$ cat config.mk
export PLATFORM = sky130hd
export DESIGN_NAME = dmux4_arbiter
export DESIGN_NICKNAME = d
export VERILOG_FILES = /design/src/rtl/dmux4_arbiter.sv
export SDC_FILE = /design/constraint.sdc
export NUM_CORES = 1
export LEC_CHECK = 0
export CAP_MARGIN = 30
export CELL_PAD_IN_SITES_DETAIL_PLACEMENT = 1
export CELL_PAD_IN_SITES_GLOBAL_PLACEMENT = 2
export CORE_ASPECT_RATIO = 0.5
export CORE_MARGIN = 8
export CORE_UTILIZATION = 36
export DETAILED_ROUTE_END_ITERATION = 12
export PLACE_DENSITY_LB_ADDON = 0.1
export SYNTH_ARGS = -nofsm -noshare
export SYNTH_HDL_FRONTEND = slang
export SYNTH_SLANG_ARGS = --single-unit
$ cat constraint.sdc
create_clock -name clk -period 3.6 [get_ports clk]
set_input_delay 0.9 -clock clk [delete_from_list [all_inputs] [get_ports clk]]
set_output_delay 0.9 -clock clk [all_outputs]
set_load 0.03 [all_outputs]
$ cat src/rtl/dmux4_arbiter.sv
// dmux4_arbiter: round-robin arbiter that owns the select and one-hot grant
// of a shared DMux4Way fan-out. The grant is held until the owner drops its
// request, or until a hold timeout hands it to the next waiting requester.
// Optional feature: define ARB_LOCK_EN to add a lock_i input. While a grant
// is held with lock_i=1, the timeout is suppressed and the hold counter is
// frozen.
module dmux4_arbiter #(
    parameter int MAX_HOLD = 8,   // 0 disables the hold timeout
    parameter int CNT_W    = 4    // must satisfy 2**CNT_W > MAX_HOLD
) (
    input  logic       clk,
    input  logic       rst_n,
    input  logic [3:0] req_i,
`ifdef ARB_LOCK_EN
    input  logic       lock_i,
`endif
    output logic [3:0] gnt_o,
    output logic [1:0] sel_o,
    output logic       busy_o,
    output logic       preempt_o
);

    typedef enum logic {IDLE, GRANT} state_t;

    // Last counter value before the timeout fires. The counter sits at 0
    // when the timeout is disabled.
    localparam logic [CNT_W-1:0] HOLD_LAST = CNT_W'((MAX_HOLD == 0) ? 0 : MAX_HOLD - 1);

    state_t           state_q;
    logic [1:0]       ptr_q;
    logic [1:0]       sel_q;
    logic [3:0]       gnt_q;
    logic             busy_q;
    logic             preempt_q;
    logic [CNT_W-1:0] cnt_q;

    logic             lock_w;
    logic [1:0]       ptr_d;        // priority pointer after the owner gives up
    logic [3:0]       others_d;     // requests excluding the current owner
    logic [2:0]       idle_pick_d;  // {found, index} scanning from ptr_q
    logic [2:0]       hand_pick_d;  // {found, index} scanning from ptr_d
    logic             owner_req_d;
    logic             timeout_d;

`ifdef ARB_LOCK_EN
    assign lock_w = lock_i;
`else
    assign lock_w = 1'b0;
`endif

    // Scan r from index p upward (mod 4); the first set bit wins.
    function automatic logic [2:0] arb_pick(input logic [3:0] r, input logic [1:0] p);
        logic [2:0] res;
        logic [1:0] idx;
        res = 3'b000;
        for (int k = 3; k >= 0; k--) begin
            idx = p + 2'(k);
            if (r[idx]) begin
                res = {1'b1, idx};
            end
        end
        return res;
    endfunction

    function automatic logic [3:0] onehot(input logic [1:0] idx);
        return 4'b0001 << idx;
    endfunction

    // Arbitration decisions for the current cycle, all based on sampled req_i.
    always_comb begin
        ptr_d       = sel_q + 2'd1;
        others_d    = req_i & ~gnt_q;
        idle_pick_d = arb_pick(req_i, ptr_q);
        hand_pick_d = arb_pick(others_d, ptr_d);
        owner_req_d = req_i[sel_q];
        timeout_d   = (MAX_HOLD != 0) && !lock_w && (cnt_q == HOLD_LAST) && (|others_d);
    end

    // Arbiter FSM with registered grant, select, busy and preempt outputs.
    always_ff @(posedge clk or negedge rst_n) begin
        if (!rst_n) begin
            state_q   <= IDLE;
            ptr_q     <= 2'd0;
            sel_q     <= 2'd0;
            gnt_q     <= 4'b0000;
            busy_q    <= 1'b0;
            preempt_q <= 1'b0;
            cnt_q     <= '0;
        end else begin
            preempt_q <= 1'b0;
            case (state_q)
                IDLE: begin
                    if (idle_pick_d[2]) begin
                        state_q <= GRANT;
                        sel_q   <= idle_pick_d[1:0];
                        gnt_q   <= onehot(idle_pick_d[1:0]);
                        busy_q  <= 1'b1;
                        cnt_q   <= '0;
                    end
                end
                GRANT: begin
                    if (!owner_req_d) begin
                        // Owner released: hand off directly or fall back to idle.
                        ptr_q <= ptr_d;
                        cnt_q <= '0;
                        if (hand_pick_d[2]) begin
                            sel_q <= hand_pick_d[1:0];
                            gnt_q <= onehot(hand_pick_d[1:0]);
                        end else begin
                            state_q <= IDLE;
                            gnt_q   <= 4'b0000;
                            busy_q  <= 1'b0;
                        end
                    end else if (timeout_d) begin
                        // Owner held too long while others wait: rotate.
                        ptr_q     <= ptr_d;
                        cnt_q     <= '0;
                        sel_q     <= hand_pick_d[1:0];
                        gnt_q     <= onehot(hand_pick_d[1:0]);
                        preempt_q <= 1'b1;
                    end else if (!lock_w && (cnt_q != HOLD_LAST)) begin
                        // Counter saturates at HOLD_LAST so a late contender
                        // triggers rotation on its first sampled edge.
                        cnt_q <= cnt_q + 1'b1;
                    end
                end
                default: state_q <= IDLE;
            endcase
        end
    end

    assign gnt_o     = gnt_q;
    assign sel_o     = sel_q;
    assign busy_o    = busy_q;
    assign preempt_o = preempt_q;

endmodule
# Yosys cells after proc, flatten, opt, wreduce, memory -nomap -nowiden
# Cells that the tools add are included.
totals:
  regBits: 15
  input_bits: 6
  wordCells: 99
classes:
  add_sub_neg: 8
  n_lt_le_gt_ge: 9
  n_eq_ne: 9
  n_shift: 2
  muxes: 54
  n_bitwise: 3
  reduce_logical: 7
ops:
  columns: ["op", "n"]
  rows:
  - ["4-bit 2-to-1 mux", 8]
  - ["2-bit by 3-bit less-than comparator with 1-bit output (second input constant)", 9]
  - ["3-bit 2-to-1 mux", 8]
  - ["1-bit binary-select mux with 2-bit select", 9]
  - ["1-bit 2-to-1 mux", 18]
  - ["4-bit one-hot mux with 2 select lines", 2]
  - ["2-bit 2-to-1 mux", 6]
  - ["2-bit adder (second input constant)", 4]
  - ["1-bit by 2-bit left shift with 4-bit output (first input constant)", 2]
  - ["2-bit by 1-bit adder with 2-bit output (second input constant)", 3]
  - ["2-bit != test (second input constant)", 3]
  - ["2-bit AND reduction", 3]
  - ["3-bit AND reduction", 2]
  - ["4-bit by 1-bit adder with 4-bit output (second input constant)", 1]
  - ["4-bit AND", 1]
  - ["4-bit by 3-bit == test with 1-bit output (second input constant)", 1]
  - ["4-bit by 2-bit != test with 1-bit output (second input constant)", 1]
  - ["4-bit by 3-bit != test with 1-bit output (second input constant)", 1]
  - ["4-bit NOT", 1]
  - ["1-bit one-hot mux with 2 select lines", 2]
  - ["2-bit one-hot mux with 2 select lines", 1]
  - ["4-bit OR reduction", 1]
  - ["3-bit by 1-bit != test with 1-bit output (second input constant)", 1]
  - ["3-bit by 2-bit != test with 1-bit output (second input constant)", 1]
  - ["other kinds (3)", 3]

# Depth between registers and ports, before layout
depth:
  ltp_word: 12
  depth_mapped: 7
  ltp_nobuf: 6

# Worst setup path after synthesis
# Ideal clock, no wire load.
synth_timing:
  path_kind: "in2reg"
  start: "input port req_i[1]"
  end: "register sel_q[1], in the netlist sel_o[1]"
  t_arrival_ps: 2091
  required_time_ps: 3477
  setup_slack_ps: 1386
  path_stages: 6
  n_path_buf: 1
  path_cell_list: "nor2b_1 -> buf_4 -> or4_4 -> nor3_1 -> a31oi_1 -> o221a_1"
synth_via:
  elab_chain_cells: 10
synth_rtl:
  columns: ["element", "line_no", "rtl"]
  rows:
  - ["start, declared", "13", "input logic [3:0] req_i,"]
  - ["4-bit AND", "72", "others_d = req_i & ~gnt_q;"]
  - ["1-bit binary-select mux with 2-bit select", "58", "if (r[idx]) begin"]
  - ["1-bit 2-to-1 mux (not written as such)", "58", null]
  - ["3-bit 2-to-1 mux (4 in series)", "58", null]
  - ["2-bit 2-to-1 mux, on equally long branches", "106, 114", null]
  - ["2-bit 2-to-1 mux", "102", "if (!owner_req_d) begin"]
  - ["2-bit one-hot mux with 2 select lines", "91", "case (state_q)"]
  - ["end signal, assigned", "95", "sel_q <= idle_pick_d[1:0];"]
  - ["end signal, assigned", "107", "sel_q <= hand_pick_d[1:0];"]
  - ["end signal, assigned", "118", "sel_q <= hand_pick_d[1:0];"]
  - ["end, declared", "31", "logic [1:0] sel_q;"]
# Parallel ways exist; a longest one is shown, timed or not. The select of a mux whose other input is x is not followed.
# A chain may end at the register's enable or synchronous reset.

# Worst setup path after layout
layout_timing:
  start: "input port req_i[3]"
  end: "register gnt_q[2], in the netlist gnt_o[2]"
layout_via:
  elab_chain_cells: 11
layout_rtl:
  columns: ["element", "line_no", "rtl"]
  rows:
  - ["4-bit AND", "72", null]
  - ["1-bit binary-select mux with 2-bit select", "58", null]
  - ["1-bit 2-to-1 mux (not written as such)", "58", null]
  - ["3-bit 2-to-1 mux (4 in series)", "58", null]
  - ["1-bit by 2-bit left shift with 4-bit output", "66", "return 4'b0001 << idx;"]
  - ["4-bit 2-to-1 mux, on equally long branches", "106, 114", null]
  - ["4-bit 2-to-1 mux", "102", null]
  - ["4-bit one-hot mux with 2 select lines", "91", null]
  - ["end signal, assigned", "96", "gnt_q <= onehot(idle_pick_d[1:0]);"]
  - ["end signal, assigned", "108", "gnt_q <= onehot(hand_pick_d[1:0]);"]
  - ["end signal, assigned", "119", "gnt_q <= onehot(hand_pick_d[1:0]);"]
  - ["end, declared", "32", "logic [3:0] gnt_q;"]
# Parallel ways exist; a longest one is shown, timed or not. The select of a mux whose other input is x is not followed.

==> results.txt <==
post-detailed-route DRC marker count: 0
Yosys reg bits: 15
Relative slew margins: 48.8%
CP Capture Type: flip-flop
Netlist Area Pre-Place: 1120 um2
commonest non-fill, non-tap cells in the layout: 15 x dfrtp_1, 13 x clkdlybuf4s50_1, 10 x nand2b_1, 10 x nand2_1, 10 x a21oi_1
Avg Cell Area, Syn: 9.30 um2
routability-driven placement congestion ratio: 0.798
synthesized instance count: 121
Bufs on Longest Clock Path: 2
CTS tree: built
Worst Path Max Fanout: 8
drt total wl: 3060 um
required time of the critical path: 3.77 ns
detailed placement HPWL: 2290 um
Fill cells: 353
Synth cell types: 51
wire length per cell: 17.6 um
fmax: 370 MHz
gr usage total: 12.7%
Fin Clk Skew: 0.00298 ns
most common cell after layout, fill and taps aside: dfrtp_1
syn nets: 128
hold buffers post-CTS: 0
fin area: 1320 um2
# rows: 14
max-slew violations: 0
DP Area: 1280 um2
first-pass GRT wire length: 5270 um
slowest cell on the critical path: mux4_2
vias in the first global route: 1021
clk_lat worst skew: 0.25 ns
Leak: 0.000501 uW
Seq/Total Area, Yosys: 33.4%
Setup-failing EPs final: 0
CTS sink count: 15
Storage cell area: 375 um2
post-route ant nets: 0
die area: 5280 um2
H-tree Lvls: 1
initial antenna violation count: 0
Pwr per Cell Area: 929 nW/um2
initial drt markers: 91
fin crit share: 75.1%
setup repair bufs after CTS: 0
YS warnings: 0
DR pass1 iterations: 4
core box area: 3000 um2
Fin. Hold Viols: 0
actual slew at the worst max-slew pin: 0.766 ns
Data arrival, critical path: 2.88 ns
sequence of cells on the critical path: clkdlybuf4s50_1 -> mux4_2 -> and2_4 -> a21oi_4 -> buf_4 -> nor2_2 -> a31oi_2
I/O pin cnt: 14
max cap viols: 0
critical path type: input port to flip-flop
Initial Util: 37.6%
asr flop ratio synth: 100%
root buf cell: clkbuf_8
Ant. Diodes: 0
unrepaired setup endpoints after global routing: no
startpoint types: input port
Vias/cell: 5.75
Clock transition at path regs: 0.06 ns
Most used DFF post-synth: dfrtp_1
number of flops mapped to enable cells by yosys: 0
Die Width: 95.1 um
minimum clock period: 2.70 ns
total clock buffers created by CTS: 3
DR vias: 1000
largest net degree at the start of global routing: 16
Max VDD drop: 0.000309 V
Layout area overhead: 17.7%
total power: 1230 uW
fin nets: 142
hold crit path type: flip-flop to flip-flop
status: finished clean
CP max stage delay: 0.61 ns
Die Y: 55.5 um
Setup TNS: 0 ns
Resized cells post-CTS: 0
input/output buffers: 13
area occupied by multi-input gates: 704 um2
layout cells sized above 1: 15.7%
gr ovfl total: 0
## layout make-up
class | instances | share of cell area [%]
multi-input combinational | 99 | 53.2
sequential | 15 | 28.4
timing repair buffer | 15 | 11.0
tap | 40 | 3.78
clock buffer | 4 | 3.40
inverter | 1 | 0.284
## kinds of logic after synthesis
kind of cell	synth area share (%)
fa+ha+maj	2.00
xor+xnor	0.779
mux	2.89
buf+inv	4.00
flops	33.4
simple gates	29.9
compound gates	27.0
## cells in the mapped netlist, types with 2 or more instances
library cell,count,area share (%)
nand2_1,10,3.3
o2111ai_1,2,1.6
a31oi_2,2,2.2
o21ai_0,4,1.8
nand4_1,2,1.1
a21oi_2,2,1.6
buf_6,2,2.0
dfrtp_1,15,33
nor2b_1,3,1.7
nand2b_1,10,5.6
nor2_1,8,2.7
and3_1,3,1.7
a31oi_1,4,2.2
nor2_2,3,1.7
nor3_1,2,0.89
nand3_1,2,0.89
a21oi_1,10,4.4
nor3b_1,2,1.3
clkbuf_1,2,0.67
a32oi_1,2,1.6
## metrics by stage
step / utilization [%] / hold slack, ns / std cells / setup WS (ns)
floorplan: - / 0.460 / 121 / 1.39
detailed placement: 42.7 / 0.509 / 170 / 0.650
finish: 44.2 / 0.519 / 174 / 0.896
global route: 44.2 / 0.559 / 174 / 0.778
global placement: 42.7 / 0.517 / 170 / 0.671
CTS: 44.2 / 0.527 / 174 / 0.902
## power breakdown
part           leakage, uW  total, uW  switching (uW)  internal [uW]
Clock            0.0000228        141            62.3           78.5
Combinational     0.000296        723             400            323
Sequential        0.000183        366             129            238
## critical path: cells and delay by family
| family | cells | cell delay [ns] |
|---|---|---|
| AOI/OAI and AO/OA | 2 | 0.35 |
| buffers and inverters | 2 | 0.74 |
| muxes | 1 | 0.61 |
| and+or+nand+nor | 2 | 0.28 |
## final timing paths
path / slack, ns / depth (start not counted) / end / from
max: 0.90 / 7 / gnt_o[2]$_DFFE_PN0P_ / req_i[3]
max in group asynchronous: 2.02 / 1 / sel_o[1]$_DFFE_PN0P_ / rst_n
max reg2reg: 1.36 / 6 / gnt_o[2]$_DFFE_PN0P_ / sel_o[0]$_DFFE_PN0P_
min reg2reg: 0.52 / 1 / cnt_q[3]$_DFFE_PN0P_ / cnt_q[3]$_DFFE_PN0P_
min in group asynchronous: 1.10 / 1 / ptr_q[0]$_DFFE_PN0P_ / rst_n
min: 0.52 / 1 / cnt_q[3]$_DFFE_PN0P_ / cnt_q[3]$_DFFE_PN0P_
## layer usage
layer | vias up | part of all wire [%] | wire (um) | global-route usage (%)
met5 | - | 0 | 0 | 0
met4 | 0 | 0.26 | 8 | 1.32
met3 | 2 | 4.9 | 149 | 4.44
met2 | 19 | 40 | 1220 | 17.8
met1 | 494 | 55 | 1680 | 18.3
li1 | 485 | - | - | -
## sequential cells by signal (all words and copies together), names as in the netlist
| name | count |
|---|---|
| gnt_o | 4 |
| sel_o | 2 |
| state_q | 1 |
| cnt_q | 4 |
| busy_o | 1 |
| preempt_o | 1 |
| ptr_q | 2 |
(Power assumes the default switching activity.)
